File: config.mk
export PLATFORM = sky130hd
export DESIGN_NAME = bus_mux_arb
export DESIGN_NICKNAME = d
export VERILOG_FILES = /design/src/rtl/bus_mux_arb.sv
export SDC_FILE = /design/constraint.sdc
export NUM_CORES = 1
export LEC_CHECK = 0
export ABC_AREA = 1
export BUFFER_PORTS_ARGS = -buffer_cell sky130_fd_sc_hd__buf_2
export CAP_MARGIN = 0
export CORE_ASPECT_RATIO = 1.25
export CORE_MARGIN = 8
export CORE_UTILIZATION = 45
export DETAILED_ROUTE_END_ITERATION = 6
export HOLD_SLACK_MARGIN = 0.1
export PLACE_DENSITY = 0.71
export SLEW_MARGIN = 40
export SYNTH_ARGS = -nofsm -noshare
export SYNTH_HDL_FRONTEND = slang
export SYNTH_SLANG_ARGS = --single-unit
File: constraint.sdc
create_clock -name clk -period 3.58 [get_ports clk]
set_input_delay 0.716 -clock clk [delete_from_list [all_inputs] [get_ports clk]]
set_output_delay 0.716 -clock clk [all_outputs]
set_load 0.01 [all_outputs]
File: src/rtl/bus_mux_arb.sv
// Parametrised N-to-1 bus multiplexer with registered output.
// Direct-select mode plus round-robin arbitration with an optional ownership lock.
`ifndef REG_WIDTH
`define REG_WIDTH 8
`endif

module bus_mux_arb #(
  parameter int SIGNAL_WIDTH = `REG_WIDTH,
  parameter int CHANNELS     = 8,
  parameter int SEL_WIDTH    = 3
) (
  input  logic                             clk,
  input  logic                             reset,
  input  logic [CHANNELS*SIGNAL_WIDTH-1:0] in_bus,
  input  logic                             mode,
  input  logic [SEL_WIDTH-1:0]             selector,
  input  logic [CHANNELS-1:0]              req,
  input  logic                             lock,
  output logic [SIGNAL_WIDTH-1:0]          out,
  output logic                             out_valid,
  output logic [CHANNELS-1:0]              grant,
  output logic [SEL_WIDTH-1:0]             grant_idx
);

  localparam int SLOTS = 1 << SEL_WIDTH;
  localparam logic [SEL_WIDTH:0] CH_W = (SEL_WIDTH+1)'(CHANNELS);

  typedef enum logic {IDLE, OWN} state_t;

  // Channel table padded to the full selector range; unused slots read as zero.
  logic [SIGNAL_WIDTH-1:0] chan [SLOTS];

  for (genvar gi = 0; gi < SLOTS; gi++) begin : g_chan
    if (gi < CHANNELS) begin : g_live
      assign chan[gi] = in_bus[gi*SIGNAL_WIDTH +: SIGNAL_WIDTH];
    end else begin : g_pad
      assign chan[gi] = '0;
    end
  end

  state_t                  state_q, state_d;
  logic [SIGNAL_WIDTH-1:0] out_q, out_d;
  logic                    out_valid_q, out_valid_d;
  logic [CHANNELS-1:0]     grant_q, grant_d;
  logic [SEL_WIDTH-1:0]    grant_idx_q, grant_idx_d;
  logic [SEL_WIDTH-1:0]    rr_ptr_q, rr_ptr_d;
  logic                    mode_q, mode_d;
  logic                    mode_seen_q, mode_seen_d;

  logic                    mode_change;
  logic                    owner_req;
  logic                    sel_legal;
  logic [CHANNELS-1:0]     search_req;
  logic [2*CHANNELS-1:0]   search_rot;
  logic                    pick_found;
  logic [SEL_WIDTH:0]      pick_off;
  logic [SEL_WIDTH:0]      pick_sum;
  logic [SEL_WIDTH-1:0]    pick_idx;
  logic                    take;
  logic [SEL_WIDTH-1:0]    take_idx;
  logic [SEL_WIDTH:0]      take_next;

  // The first edge after reset never counts as a mode change.
  assign mode_change = mode_seen_q && (mode != mode_q);
  assign owner_req   = |(req & grant_q);
  assign sel_legal   = ({1'b0, selector} < CH_W);
  assign search_req  = (state_q == OWN) ? (req & ~grant_q) : req;
  assign search_rot  = {search_req, search_req} >> rr_ptr_q;
  assign pick_found  = |search_rot[CHANNELS-1:0];

  always_comb begin
    pick_off = '0;
    for (int i = CHANNELS - 1; i >= 0; i--) begin
      if (search_rot[i]) pick_off = (SEL_WIDTH+1)'(i);
    end
    pick_sum = {1'b0, rr_ptr_q} + pick_off;
    if (pick_sum >= CH_W) pick_sum = pick_sum - CH_W;
    pick_idx = pick_sum[SEL_WIDTH-1:0];
  end

  always_comb begin
    state_d     = state_q;
    out_d       = out_q;
    out_valid_d = out_valid_q;
    grant_d     = grant_q;
    grant_idx_d = grant_idx_q;
    rr_ptr_d    = rr_ptr_q;
    mode_d      = mode;
    mode_seen_d = 1'b1;
    take        = 1'b0;
    take_idx    = grant_idx_q;
    take_next   = '0;

    if (mode_change) begin
      state_d     = IDLE;
      out_valid_d = 1'b0;
      grant_d     = '0;
    end else if (!mode) begin
      state_d = IDLE;
      if (sel_legal) begin
        out_d       = chan[selector];
        out_valid_d = 1'b1;
        grant_d     = {{(CHANNELS-1){1'b0}}, 1'b1} << selector;
        grant_idx_d = selector;
      end else begin
        out_d       = '0;
        out_valid_d = 1'b0;
        grant_d     = '0;
      end
    end else begin
      if (state_q == OWN && lock && owner_req) begin
        out_d = chan[grant_idx_q];
      end else if (pick_found) begin
        take     = 1'b1;
        take_idx = pick_idx;
      end else if (state_q == OWN && owner_req) begin
        take     = 1'b1;
        take_idx = grant_idx_q;
      end else begin
        state_d     = IDLE;
        out_valid_d = 1'b0;
        grant_d     = '0;
      end

      if (take) begin
        take_next   = {1'b0, take_idx} + 1'b1;
        state_d     = OWN;
        out_d       = chan[take_idx];
        out_valid_d = 1'b1;
        grant_d     = {{(CHANNELS-1){1'b0}}, 1'b1} << take_idx;
        grant_idx_d = take_idx;
        rr_ptr_d    = (take_next == CH_W) ? '0 : take_next[SEL_WIDTH-1:0];
      end
    end
  end

  always_ff @(posedge clk or posedge reset) begin
    if (reset) begin
      state_q     <= IDLE;
      out_q       <= '0;
      out_valid_q <= 1'b0;
      grant_q     <= '0;
      grant_idx_q <= '0;
      rr_ptr_q    <= '0;
      mode_q      <= 1'b0;
      mode_seen_q <= 1'b0;
    end else begin
      state_q     <= state_d;
      out_q       <= out_d;
      out_valid_q <= out_valid_d;
      grant_q     <= grant_d;
      grant_idx_q <= grant_idx_d;
      rr_ptr_q    <= rr_ptr_d;
      mode_q      <= mode_d;
      mode_seen_q <= mode_seen_d;
    end
  end

  assign out       = out_q;
  assign out_valid = out_valid_q;
  assign grant     = grant_q;
  assign grant_idx = grant_idx_q;

endmodule

==> impl_metrics.ini <==
[floorplanning]
io_pins = 99
chipWidth_um = 96.11
start_util_pct = 46.32
die_area_um2 = 11160
fp.dieH_um = 116.1
num_rows = 36
core_um2 = 7792

[status]
status = completed

[cts]
tritoncts = built
clkLatencyLatePin_ns = 0.28
cts_buffer_depth = 2
cts_hold_buf = 0
root_buffer = clkbuf_8
cts_buffers = 3
cts_num_sinks = 26
htreeDepth = 1
path_clk_slew_ns = 0.10

[critical_path]
critPathCaptureType = register
slowest_delay_ns = 0.48
cpMostUsedCell = nand2_1
rr_startpoint = rr_ptr_q[0]
cp_max_fo = 7
arrival_ns = 3.48
cpMaxStageDelayCell = dfrtp_2
critical_path.reg2reg.endpoint = grant[7]
rr_worst_depth = 25
crit_buf_inv = 3
worstSetupStartpointType = register
crit_type = reg -> reg
required_ns = 3.75
cp_top_family = simple AND/OR/NAND/NOR gates
reg2reg_slack_ns = 0.26

[synth]
syn_inst = 625
async_flop_share_pct = 100.0
synth-edff-count = 0
synth_nets = 712
synth_cell_types = 33
synthFlopType = dfrtp_1
avgSynthCellArea_um2 = 5.776
seq_area_frac_synth_pct = 18.02
netlist_area_um2 = 3610
yosysWarnings = 0
ys_seq_elements = 26

[timing]
relSlewSlack_pct = 48.50
clock.fmax_mhz = 301.7
hold_viol_final = 0
setup_viol = 0
finalSetupTns_ns = 0
worst_pin_slew_ns = 0.7707
finClkSkew_ns = 0.01116
slew_viol_final = 0
period_needed_ns = 3.315
period_share_pct = 92.60

[drt]
firstDrtPassIters = 5
drtIter0Drc = 473
wire_per_inst_um = 17.10
via_per_inst = 6.033
antenna_left = 0
drc = 0
via_count = 4923
wl_mm = 13.96

[layout]
final_nets = 809
synthToLayoutAreaGrowth_pct = 20.52
num_antenna_cells = 0
layout-drive-gt1-share_pct = 21.50
fin_cells = 816
fill_cells = 818

[placement]
port_buffers = 98
post-place-cells = 802
globalplace.congestion = 0.9609
hpwl_mm = 10.53

[pwr]
p_leak_uw = 0.002322
power_density_nw_per_um2 = 1249
peakVddDrop_v = 0.0007088

[grt]
grt_pass1_wl_mm = 22.67
grt_max_degree = 31
first_global_vias = 4790
antenna_found_initial = 0
grt-ovfl-total = 0
grt_usage_pct = 25.00

[worst_hold_path]
min_path_type = in -> async

[flow_run]
max_cap_violations = 0
## metal layers
metal,up-vias,wire [um],track usage (%)
li1,2326,-,-
met3,52,1255,3.408
met4,0,548,11.92
met5,-,0,0
met2,309,6750,42.28
met1,2236,5403,30.17
## logic make-up (layout without fill, tap and decap cells)
family,Yosys count,in the layout,share of synthesized area (%)
XOR/XNOR,2,2,0.4854
other,1,1,0.1039
adder cells (fa/ha/maj),8,8,2.981
flip-flops,26,26,18.02
AND/OR/NAND/NOR,300,300,37.92
buffers and inverters,124,220,14.35
AO/OA/AOI/OAI,164,164,26.14
## repair_timing
item                                    4_1_cts  5_1_grt
endpoints found under the setup margin        0       18
gates resized for setup                       0        7
buffers inserted                              0       10
## final cells by class
cell class | count | area (um2) | area share [%]
clock buffer | 3 | 41.29 | 0.9491
clock inverter | 1 | 30.03 | 0.6903
inverter | 89 | 339.1 | 7.794
multi-input combinational | 475 | 2449 | 56.28
sequential | 26 | 654.4 | 15.04
tap | 95 | 118.9 | 2.732
timing repair buffer | 127 | 718.2 | 16.51
## per-stage QoR
stage                     power, uW  setup slack (ns)  util [%]  area (um2)  hold slack, ns
final                          5433            0.2649     55.83        4350          0.4887
after global placement         4801            0.1206     53.81        4193          0.4903
after floorplan                3679            0.3469         -        3610          0.5445
after detailed placement       4851           0.05542     53.81        4193          0.4935
after CTS                      5120            0.2035     54.72        4264          0.5040
after global routing           5903         -0.006038     55.83        4350          0.5378
## how the worst max path moves through the flow
stage	startpoint	to	depth (start not counted)
after global placement	req[4]	grant[0]	22
after global routing	state_q	out[3]	25
after detailed placement	req[4]	rr_ptr_q[2]	23
after CTS	rr_ptr_q[0]	rr_ptr_q[2]	23
after floorplan	req[4]	rr_ptr_q[2]	23
final	rr_ptr_q[0]	grant[7]	25
## sequential cells by signal, summed over array words and instances (netlist names)
register / count
grant: 8
out: 8
grant_idx: 3
rr_ptr_q: 3
mode_q: 1
mode_seen_q: 1
out_valid: 1
state_q: 1
## where the power goes
| group | internal [uW] | leakage, uW | switching (uW) | total [uW] |
|---|---|---|---|---|
| sequential | 423 | 0.000315 | 232 | 655 |
| combinational | 1790 | 0.00197 | 2740 | 4530 |
| clock | 150 | 0.0000357 | 99.8 | 250 |
| total | 2360 | 0.00232 | 3070 | 5430 |
## synth_stat cells (3+ instances only)
cell / n / area (um2)
nor3_1: 6 / 30.03
clkinv_1: 6 / 22.52
buf_6: 3 / 33.78
inv_1: 79 / 296.5
nor2_1: 24 / 90.09
nand3_1: 139 / 695.7
a31oi_1: 8 / 50.05
o221ai_1: 6 / 52.55
ha_1: 7 / 87.58
clkbuf_1: 16 / 60.06
nand2_1: 118 / 442.9
nand2_2: 8 / 50.05
o22ai_1: 23 / 143.9
a22oi_1: 6 / 45.04
dfrtp_1: 26 / 650.6
o21ai_0: 64 / 320.3
buf_2: 13 / 65.06
a22o_1: 3 / 26.28
a21oi_1: 48 / 240.2
inv_2: 3 / 11.26
buf_4: 3 / 22.52
## placed cells by master (no fill, tap or decap), drive strengths merged
master and count:
clkbuf 3, bufinv 1, nand2 129, a221oi 2
a21boi 1, nand3 139, inv 83, ha 7
o21ai 66, nor3 6, clkinv 6, o21bai 1
o221ai 6, a31oi 8, a21oi 48, dfrtp 26
xnor2 2, nor2 26, a22o 3, conb 1
fa 1, o22ai 23, buf 127, a22oi 6
(Power assumes the default switching activity.)
